==> config.mk <==
export PLATFORM = sky130hd
export DESIGN_NAME = if_id_stage_flat
export DESIGN_NICKNAME = d
export VERILOG_FILES = /design/src/rtl/if_id_stage_if.sv /design/src/rtl/if_id_stage.sv /design/src/flat_wrapper.sv
export SDC_FILE = /design/constraint.sdc
export NUM_CORES = 1
export LEC_CHECK = 0
export BUFFER_PORTS_ARGS = -buffer_cell sky130_fd_sc_hd__buf_2
export CORE_AREA = 4 4 120 122
export CTS_BUF_LIST = sky130_fd_sc_hd__clkbuf_8
export DETAILED_ROUTE_END_ITERATION = 12
export DIE_AREA = 0 0 124 126
export PLACE_DENSITY = 0.87
export SYNTH_ARGS = -nofsm -noshare
export SYNTH_HDL_FRONTEND = slang
export SYNTH_SLANG_ARGS = --single-unit
export TNS_END_PERCENT = 100
==> constraint.sdc <==
create_clock -name clk -period 2.8 [get_ports clk]
set_input_delay 0.28 -clock clk [delete_from_list [all_inputs] [get_ports clk]]
set_output_delay 0.28 -clock clk [all_outputs]
set_load 0.03 [all_outputs]
==> src/rtl/if_id_stage_if.sv <==
// Fetch-to-decode handshake bundle: inbound beats, flush, head beat and its pre-split fields.
interface if_id_stage_if #(
  parameter int DATA_W = 32,
  parameter int CNT_W  = 16
);
  logic              in_valid;
  logic              in_ready;
  logic [DATA_W-1:0] in_instr;
  logic [DATA_W-1:0] in_pc4;
  logic              flush;
  logic              out_valid;
  logic              out_ready;
  logic [DATA_W-1:0] out_instr;
  logic [DATA_W-1:0] out_pc4;
  logic [5:0]        opcode;
  logic [4:0]        rs;
  logic [4:0]        rt;
  logic [4:0]        rd;
  logic [4:0]        shamt;
  logic [5:0]        funct;
  logic [DATA_W-1:0] imm_sext;
  logic [DATA_W-1:0] jump_target;
  logic [CNT_W-1:0]  stall_cnt;

  // master: the fetch/decode environment around the stage
  modport master (
    output in_valid, in_instr, in_pc4, flush, out_ready,
    input  in_ready, out_valid, out_instr, out_pc4, opcode, rs, rt, rd,
           shamt, funct, imm_sext, jump_target, stall_cnt
  );

  // slave: the stage itself
  modport slave (
    input  in_valid, in_instr, in_pc4, flush, out_ready,
    output in_ready, out_valid, out_instr, out_pc4, opcode, rs, rt, rd,
           shamt, funct, imm_sext, jump_target, stall_cnt
  );
endinterface

==> src/rtl/if_id_stage.sv <==
// IF/ID pipeline register: 2-entry skid buffer, latency 1, in_ready drops only when both entries hold beats.
// Head beat is presented with MIPS fields, sign-extended immediate and jump target decoded combinationally.
module if_id_stage #(
  parameter int DATA_W = 32,
  parameter int CNT_W  = 16
) (
  input logic         clk,
  input logic         rst,
  if_id_stage_if.slave bus
);

  typedef enum logic [1:0] {EMPTY, ONE, FULL} state_t;

  state_t            state, state_nxt;
  logic [DATA_W-1:0] e0_instr, e0_pc4;
  logic [DATA_W-1:0] e1_instr, e1_pc4;
  logic              in_xfer, out_xfer;
  logic              ld0_new, ld0_shift, ld1_new;
  logic              stall_inc;
  logic [DATA_W-1:0] head_instr, head_pc4;

  assign bus.in_ready  = (state != FULL);
  assign bus.out_valid = (state != EMPTY);
  assign in_xfer       = bus.in_valid & bus.in_ready;
  assign out_xfer      = bus.out_valid & bus.out_ready;
  assign stall_inc     = bus.out_valid & ~bus.out_ready & ~bus.flush;

  always_comb begin
    state_nxt = state;
    ld0_new   = 1'b0;
    ld0_shift = 1'b0;
    ld1_new   = 1'b0;
    if (bus.flush) begin
      state_nxt = EMPTY;
    end else begin
      case (state)
        EMPTY: begin
          if (in_xfer) begin
            state_nxt = ONE;
            ld0_new   = 1'b1;
          end
        end
        ONE: begin
          if (in_xfer && out_xfer) begin
            ld0_new = 1'b1;
          end else if (in_xfer) begin
            state_nxt = FULL;
            ld1_new   = 1'b1;
          end else if (out_xfer) begin
            state_nxt = EMPTY;
          end
        end
        FULL: begin
          if (out_xfer) begin
            state_nxt = ONE;
            ld0_shift = 1'b1;
          end
        end
        default: state_nxt = EMPTY;
      endcase
    end
  end

  always_ff @(posedge clk or negedge rst) begin
    if (!rst) begin
      state <= EMPTY;
    end else begin
      state <= state_nxt;
    end
  end

  // Entry 0 is always the head; entry 1 only ever fills from FULL transitions.
  always_ff @(posedge clk or negedge rst) begin
    if (!rst) begin
      e0_instr <= '0;
      e0_pc4   <= '0;
      e1_instr <= '0;
      e1_pc4   <= '0;
    end else begin
      if (ld0_new) begin
        e0_instr <= bus.in_instr;
        e0_pc4   <= bus.in_pc4;
      end else if (ld0_shift) begin
        e0_instr <= e1_instr;
        e0_pc4   <= e1_pc4;
      end
      if (ld1_new) begin
        e1_instr <= bus.in_instr;
        e1_pc4   <= bus.in_pc4;
      end
    end
  end

  always_ff @(posedge clk or negedge rst) begin
    if (!rst) begin
      bus.stall_cnt <= '0;
    end else if (stall_inc && (bus.stall_cnt != {CNT_W{1'b1}})) begin
      bus.stall_cnt <= bus.stall_cnt + {{(CNT_W-1){1'b0}}, 1'b1};
    end
  end

  // Gating the head forces every derived field to zero while nothing is valid.
  assign head_instr = bus.out_valid ? e0_instr : '0;
  assign head_pc4   = bus.out_valid ? e0_pc4   : '0;

  assign bus.out_instr   = head_instr;
  assign bus.out_pc4     = head_pc4;
  assign bus.opcode      = head_instr[31:26];
  assign bus.rs          = head_instr[25:21];
  assign bus.rt          = head_instr[20:16];
  assign bus.rd          = head_instr[15:11];
  assign bus.shamt       = head_instr[10:6];
  assign bus.funct       = head_instr[5:0];
  assign bus.imm_sext    = {{(DATA_W-16){head_instr[15]}}, head_instr[15:0]};
  assign bus.jump_target = {head_pc4[DATA_W-1 -: 4], head_instr[25:0], 2'b00};

endmodule

==> src/flat_wrapper.sv <==
// flat-port wrapper written by rule: the top's interface ports become plain ports
module if_id_stage_flat 
#(
  parameter int DATA_W = 32,
  parameter int CNT_W  = 16
)
  (clk, rst, bus_in_valid, bus_in_instr, bus_in_pc4, bus_flush, bus_out_ready, bus_in_ready, bus_out_valid, bus_out_instr, bus_out_pc4, bus_opcode, bus_rs, bus_rt, bus_rd, bus_shamt, bus_funct, bus_imm_sext, bus_jump_target, bus_stall_cnt);
  if_id_stage_if #(.DATA_W(DATA_W), .CNT_W(CNT_W)) bus_i ();
  input logic clk;
  input logic rst;
  input wire logic [$bits(bus_i.in_valid)-1:0] bus_in_valid;
  input wire logic [$bits(bus_i.in_instr)-1:0] bus_in_instr;
  input wire logic [$bits(bus_i.in_pc4)-1:0] bus_in_pc4;
  input wire logic [$bits(bus_i.flush)-1:0] bus_flush;
  input wire logic [$bits(bus_i.out_ready)-1:0] bus_out_ready;
  output wire logic [$bits(bus_i.in_ready)-1:0] bus_in_ready;
  output wire logic [$bits(bus_i.out_valid)-1:0] bus_out_valid;
  output wire logic [$bits(bus_i.out_instr)-1:0] bus_out_instr;
  output wire logic [$bits(bus_i.out_pc4)-1:0] bus_out_pc4;
  output wire logic [$bits(bus_i.opcode)-1:0] bus_opcode;
  output wire logic [$bits(bus_i.rs)-1:0] bus_rs;
  output wire logic [$bits(bus_i.rt)-1:0] bus_rt;
  output wire logic [$bits(bus_i.rd)-1:0] bus_rd;
  output wire logic [$bits(bus_i.shamt)-1:0] bus_shamt;
  output wire logic [$bits(bus_i.funct)-1:0] bus_funct;
  output wire logic [$bits(bus_i.imm_sext)-1:0] bus_imm_sext;
  output wire logic [$bits(bus_i.jump_target)-1:0] bus_jump_target;
  output wire logic [$bits(bus_i.stall_cnt)-1:0] bus_stall_cnt;
  assign bus_i.in_valid = bus_in_valid;
  assign bus_i.in_instr = bus_in_instr;
  assign bus_i.in_pc4 = bus_in_pc4;
  assign bus_i.flush = bus_flush;
  assign bus_i.out_ready = bus_out_ready;
  assign bus_in_ready = bus_i.in_ready;
  assign bus_out_valid = bus_i.out_valid;
  assign bus_out_instr = bus_i.out_instr;
  assign bus_out_pc4 = bus_i.out_pc4;
  assign bus_opcode = bus_i.opcode;
  assign bus_rs = bus_i.rs;
  assign bus_rt = bus_i.rt;
  assign bus_rd = bus_i.rd;
  assign bus_shamt = bus_i.shamt;
  assign bus_funct = bus_i.funct;
  assign bus_imm_sext = bus_i.imm_sext;
  assign bus_jump_target = bus_i.jump_target;
  assign bus_stall_cnt = bus_i.stall_cnt;
  if_id_stage #(.DATA_W(DATA_W), .CNT_W(CNT_W)) u_core (.clk(clk), .rst(rst), .bus(bus_i));
endmodule
==> results.toml, run 1 <==
[setup_path]
cp_data_arrival_time_ns = 2.23
worst-path-max-fanout = 37
cp.required_ns = 2.52
rrSetupSlack_ns = 0.67
r2r_start = "u_core.state[0]"
critPathLaunchType = "flip-flop"
crit_start = "u_core.state[1]"
end_kind = "output pin"
crit_type = "flip-flop to output pin"
rr_worst_depth = 6
rr_endpoint = "u_core.e0_instr[30]"
crit_path_end = "bus_imm_sext[24]"

[placement]
dp_cells = 971
place_congestion = 0.821
portBuffers = 244
dp_hpwl_um = 11200

[power]
p_sw_share_pct = 33.2
seqPwrFrac_pct = 43.2
p_per_area_nw_per_um2 = 759
pwr-share-clk_pct = 28.9
switchingPower_mw = 2.16
power_mw = 6.52
peakVddDrop_mv = 0.604
p_int_mw = 4.36
power_frac_comb_pct = 27.9
power_leakage_nw = 4.27

[clocking]
htreeDepth = 4
cts_tree = "built"
clkSinkCount = 146
cts_setup_buffers = 0
clock_path_buffers = 2
path_clk_slew_ns = 0.07
root_buffer = "clkbuf_8"
insertion_delay_ns = 0.45
numCtsBuffers = 17
cts_resized = 0

[floorplanning]
start_util_pct = 56.5
num_rows = 42
io_pins = 247
die_w_um = 124
die_y_um = 126
dieArea_um2 = 15600
fp.coreArea_um2 = 13200

[synthesis]
syn_avg_cell_area_um2 = 11.1
synth_seq_cells = 146
synth-edff-count = 0
synth_warnings = 0
yosysUniqueCellTypes = 36
async_flop_share_pct = 100
yosysSeqAreaShare_pct = 49.0
synth_ff_type = "dfrtp_1"
netlist_area_um2 = 7460
syn_inst = 672

[final_layout]
nets = 885
num-fill-cells = 1059
n_antenna_cell = 0
fin_cells = 1003
drive_gt1_share_pct = 42.7
syn_to_final_growth_pct = 15.2

[sta]
finalHoldViolCount = 0
rsz0062_at_grt = "no"
final_max_slew_viol_count = 0
layout_min_cycle_time_ns = 2.51
tns_ns = 0
worst_pin_slew_ns = 0.746
fin_crit_sh_pct = 89.6
clock_skew_ns = 0.0122
fmax_mhz = 399
setup_violations = 0
slew_headroom_pct = 50.2

[flow_run]
cap_violations = 0

[drt]
wl_per_cell_um = 15.8
wirelength_um = 15800
drc = 0
viasPerCell = 5.10
vias = 5114
drtAntennaViolNets = 0
dr.pass1.iters = 4
drt_iter0_markers = 198

[global_routing]
grt_pass1_wl_um = 24900
antenna_found_initial = 0
grt_overflow_total = 0
grt_max_degree = 129
grt_usage_pct = 20.4
first_global_vias = 5021

[min_path]
hold_class = "primary input to flip-flop"

[status]
status = "finished, final reports clean"
[routing by layer]
metal | global-route usage (%) | routed length, um | vias to the layer above
li1 | - | - | 2455
met1 | 23.8 | 6190 | 2449
met2 | 35.2 | 8000 | 189
met3 | 7.40 | 1420 | 21
met4 | 5.61 | 227 | 0
met5 | 0 | 0 | -
[layout by cell type, fill, tap and decap left out, types with 7 or more instances in the layout]
master,instances
a21oi_1,66
and2_1,66
buf_12,7
buf_2,243
clkbuf_8,20
dfrtp_1,146
mux2_2,61
mux2i_1,65
nand2_1,7
nor2_1,68
nor3_1,7
xor2_1,13
[worst max-delay path, stage by stage, from the launching register on]
cell and delay (ns):
dfrtp_1 0.41, or2_2 0.60, and2_1 0.48, buf_2 0.28
[cell families (layout without fill, tap and decap cells)]
family	count (synthesis)	count (layout)	share of synthesized area (%)
and+or+nand+nor	178	178	12.8
DFF	146	146	49.0
buffers and inverters	134	288	13.1
muxes	131	131	18.7
AOI/OAI and AO/OA	67	67	4.50
xor gates and xnor gates	14	14	1.64
adders and majority gates	1	1	0.168
other	1	2	0.0503
[power by group through the flow]
stage	sequential, mW	clock (mW)	combinational [mW]
final	2.82	1.88	1.82
after detailed placement	2.85	0	1.84
after CTS	2.81	1.92	1.85
after floorplan	2.84	0	1.48
after global routing	2.88	2.03	1.97
after global placement	2.83	0	1.79
[cell usage after synthesis (2+ instances only)]
cell / number / share of area (%)
dfrtp_1: 146 / 49
buf_4: 96 / 9.7
nor2_1: 68 / 3.4
a21oi_1: 66 / 4.4
and2_1: 66 / 5.5
mux2i_1: 65 / 8.7
mux2_2: 61 / 9.2
clkbuf_1: 21 / 1.1
xor2_1: 13 / 1.5
buf_2: 8 / 0.54
nand2_1: 8 / 0.40
nor3_1: 7 / 0.47
buf_12: 6 / 1.6
nand4_1: 5 / 0.42
mux2_1: 4 / 0.60
nor4_1: 4 / 0.34
and3_1: 3 / 0.25
nand2b_1: 3 / 0.25
nor3b_1: 3 / 0.30
inv_1: 2 / 0.10
nand3_1: 2 / 0.13
[per-stage QoR]
step | worst slack, ns | area [um2] | util, % | hold WS [ns]
2_1_floorplan | 0.583 | 7460 | - | -0.0156
3_3_place_gp | 0.731 | 8120 | 61.6 | 0.348
3_5_place_dp | 0.689 | 8120 | 61.6 | 0.349
4_1_cts | 0.251 | 8590 | 65.1 | 0.0294
5_1_grt | 0.0843 | 8590 | 65.1 | 0.0231
6_report | 0.292 | 8590 | 65.1 | 0.0501
[worst min path at each step]
stage                      from                      end  slack, ns  depth (start not counted)
2_1_floorplan               rst  u_core.bus.stall_cnt[0]      -0.02                          0
3_3_place_gp                rst        u_core.e1_pc4[23]       0.35                          1
3_5_place_dp                rst        u_core.e1_pc4[23]       0.35                          1
4_1_cts           bus_out_ready          u_core.state[1]       0.03                          2
5_1_grt        bus_in_instr[31]      u_core.e1_instr[31]       0.02                          2
6_report          bus_out_ready          u_core.state[1]       0.05                          2
[what timing repair did]
| action | CTS | global route |
|---|---|---|
| hold buffers | 1 | 0 |
| setup endpoints to repair | 0 | 0 |
| endpoints found under the hold margin | 72 | 0 |
[cell type report]
type                    instances  area, um2  share of cell area, %
flip-flops and latches        146       3650                   42.5
clock buffers                  20        275                   3.20
repair buffers                255       1400                   16.3
clock inverters                11        184                   2.14
inverters                       2       7.51                 0.0874
multi-input cells             393       2850                   33.2
well taps                     176        220                   2.56
[sequential cells by signal, indices dropped and copies added, names as in the netlist]
signal                count
u_core.e0_instr          32
u_core.e1_pc4            32
u_core.e1_instr          32
u_core.state              2
u_core.e0_pc4            32
u_core.bus.stall_cnt     16
(Power assumes the default switching activity.)
==> run 2, diff against run 1 <==
--- a/config.mk
+++ b/config.mk
@@ -5,11 +5,12 @@
 export SDC_FILE = /design/constraint.sdc
 export NUM_CORES = 1
 export LEC_CHECK = 0
+export ABC_AREA = 1
 export BUFFER_PORTS_ARGS = -buffer_cell sky130_fd_sc_hd__buf_2
-export CORE_AREA = 4 4 120 122
+export CORE_AREA = 4 4 121 123
 export CTS_BUF_LIST = sky130_fd_sc_hd__clkbuf_8
 export DETAILED_ROUTE_END_ITERATION = 12
-export DIE_AREA = 0 0 124 126
+export DIE_AREA = 0 0 125 127
 export PLACE_DENSITY = 0.87
 export SYNTH_ARGS = -nofsm -noshare
 export SYNTH_HDL_FRONTEND = slang
==> results.toml, run 2 <==
[status]
status = "finished, final reports clean"

[power]
p_int_mw = 5.00
seqPwrFrac_pct = 35.8
peakVddDrop_mv = 0.490
p_per_area_nw_per_um2 = 970
power_frac_comb_pct = 40.4
switchingPower_mw = 3.50
power_leakage_nw = 4.94
p_sw_share_pct = 41.2
pwr-share-clk_pct = 23.9

[setup_path]
critPathSlowestCell = "nor2_1"
cp.required_ns = 2.52
crit_type = "flip-flop to output pin"
cp_data_arrival_time_ns = 2.09
worstPathCellList = "nor2_4 -> nor2_1 -> buf_2"
rr_endpoint = "u_core.e0_instr[10]"
critPathLaunchType = "flip-flop"
end_kind = "output pin"
critical_path.max_stage_delay_ns = 0.63
worst-path-max-fanout = 24
rr_worst_depth = 8
rrSetupSlack_ns = 0.85
r2r_start = "u_core.state[0]"
critPathTopFamily = "simple AND/OR/NAND/NOR gates"
cp_num_buf_inv = 1

[clocking]
htreeDepth = 4
cts_tree = "built"
cts_resized = 0
path_clk_slew_ns = 0.07
insertion_delay_ns = 0.45
numCtsBuffers = 17
root_buffer = "clkbuf_8"
clkSinkCount = 146
cts_setup_buffers = 0
clock_path_buffers = 2
cts_hold_buf = 1

[final_layout]
most-common-layout-cells = "buf_2 (243), inv_1 (150), nor2_1 (150), dfrtp_1 (146), o21ai_0 (143)"
n_antenna_cell = 0
nets = 1170
final_common_cell = "buf_2"
drive_gt1_share_pct = 26.6
finish.instance_area_um2 = 8760
syn_to_final_growth_pct = 15.0

[floorplanning]
io_pins = 247
num_rows = 43
die_w_um = 125
dieArea_um2 = 15900
die_y_um = 127
fp.coreArea_um2 = 13700
start_util_pct = 55.8

[drt]
wirelength_um = 17500
wl_per_cell_um = 13.6
drt_iter0_markers = 440
vias = 6514
drtAntennaViolNets = 0
viasPerCell = 5.05
drc = 0
dr.pass1.iters = 5

[synthesis]
synth_ff_type = "dfrtp_1"
netlist_area_um2 = 7620
ys_top_cells_by_count = "inv_1 (150), nor2_1 (150), dfrtp_1 (146)"
syn_avg_cell_area_um2 = 7.84
synth_warnings = 0
yosysTopAreaCell = "dfrtp_1"
yosysUniqueCellTypes = 25
yosysTopAreaCellShare_pct = 47.9
synth_seq_cells = 146
async_flop_share_pct = 100
synth.area.top_cells = "dfrtp_1 (48%), buf_4 (9.7%), o21ai_0 (9.4%), inv_1 (7.4%), nor2_1 (7.4%)"
syn_inst = 972
yosysSeqAreaShare_pct = 47.9
synth-edff-count = 0

[min_path]
hold_end = "u_core.e0_pc4[4]"
hp-start = "bus_in_pc4[4]"
hold_class = "primary input to flip-flop"
hold_depth = 3

[sta]
fmax_mhz = 421
worst_pin_slew_ns = 0.768
final_max_slew_viol_count = 0
setup_violations = 0
fin_ws_ns = 0.426
rsz0062_at_grt = "no"
layout_min_cycle_time_ns = 2.37
finalHoldViolCount = 0
slew_headroom_pct = 48.6
tns_ns = 0
fin_crit_sh_pct = 84.8
clock_skew_ns = 0.0106

[placement]
placed_area_um2 = 8260
place_congestion = 0.812
place_ws_ns = 0.864
portBuffers = 244
dp_hpwl_um = 12000

[global_routing]
grt_max_degree = 91
antenna_found_initial = 1
grt_overflow_total = 0
grt_usage_pct = 21.9
first_global_vias = 6005
grt_pass1_wl_um = 28400

[flow_run]
cap_violations = 0
run 2: per-layer routing:
layer,global-route usage (%),vias to the layer above,share of wire [%]
li1,-,3191,-
met1,27.1,3077,41
met2,37.1,217,50
met3,6.06,27,6.9
met4,7.65,2,1.9
met5,0,-,0.074
run 2: power groups by stage:
stage / logic (mW) / registers, mW / clock network (mW)
global route: 3.75 / 3.10 / 2.17
finish: 3.43 / 3.04 / 2.03
detailed placement: 3.44 / 3.08 / 0
global placement: 3.37 / 3.04 / 0
floorplan: 2.93 / 3.06 / 0
CTS: 3.46 / 3.04 / 2.07
run 2: worst register-to-register path, cell delays in order, from the launching register on:
cell and delay [ns]:
dfrtp_1 0.42, inv_2 0.07, nor2_2 0.17, inv_1 0.10, nand2_4 0.29, buf_12 0.31
o21ai_0 0.20, o21ai_0 0.11, o21ai_0 0.14
run 2: through the flow:
step	total power, mW	utilization (%)	cells	hold WS (ns)
after floorplan	5.99	-	973	-0.0156
after global placement	6.41	60.4	1260	0.296
after detailed placement	6.52	60.4	1260	0.301
after CTS	8.57	64.1	1291	0.0604
after global routing	9.02	64.1	1291	0.0703
final	8.50	64.1	1291	0.0831
run 2: final cells by class:
class / instances / area, um2
Clock inverter: 11 / 233
Fill cell: 1193 / 4900
Multi-Input combinational cell: 529 / 2460
Inverter: 154 / 578
Clock buffer: 19 / 262
Tap cell: 180 / 225
Sequential cell: 146 / 3650
Timing Repair Buffer: 252 / 1350
run 2: kinds of logic (layout without fill, tap and decap cells):
kind of cell    Yosys count  count (layout)  synth area share, %
simple gates            262             262                 14.0
flops                   146             146                 47.9
fa+ha+maj                 1               1                0.164
buf+inv                 298             436                 20.1
other cells               1               2               0.0492
compound gates          257             257                 16.9
xor+xnor                  7               7                0.804
run 2: worst max path at each step:
stage / from / depth (start not counted) / to
2_1_floorplan: u_core.state[1] / 5 / bus_imm_sext[16]
3_3_place_gp: u_core.state[1] / 7 / u_core.bus.stall_cnt[9]
3_5_place_dp: u_core.state[1] / 3 / bus_imm_sext[27]
4_1_cts: u_core.state[1] / 3 / bus_imm_sext[27]
5_1_grt: u_core.state[1] / 3 / bus_imm_sext[27]
6_report: u_core.state[1] / 3 / bus_imm_sext[27]
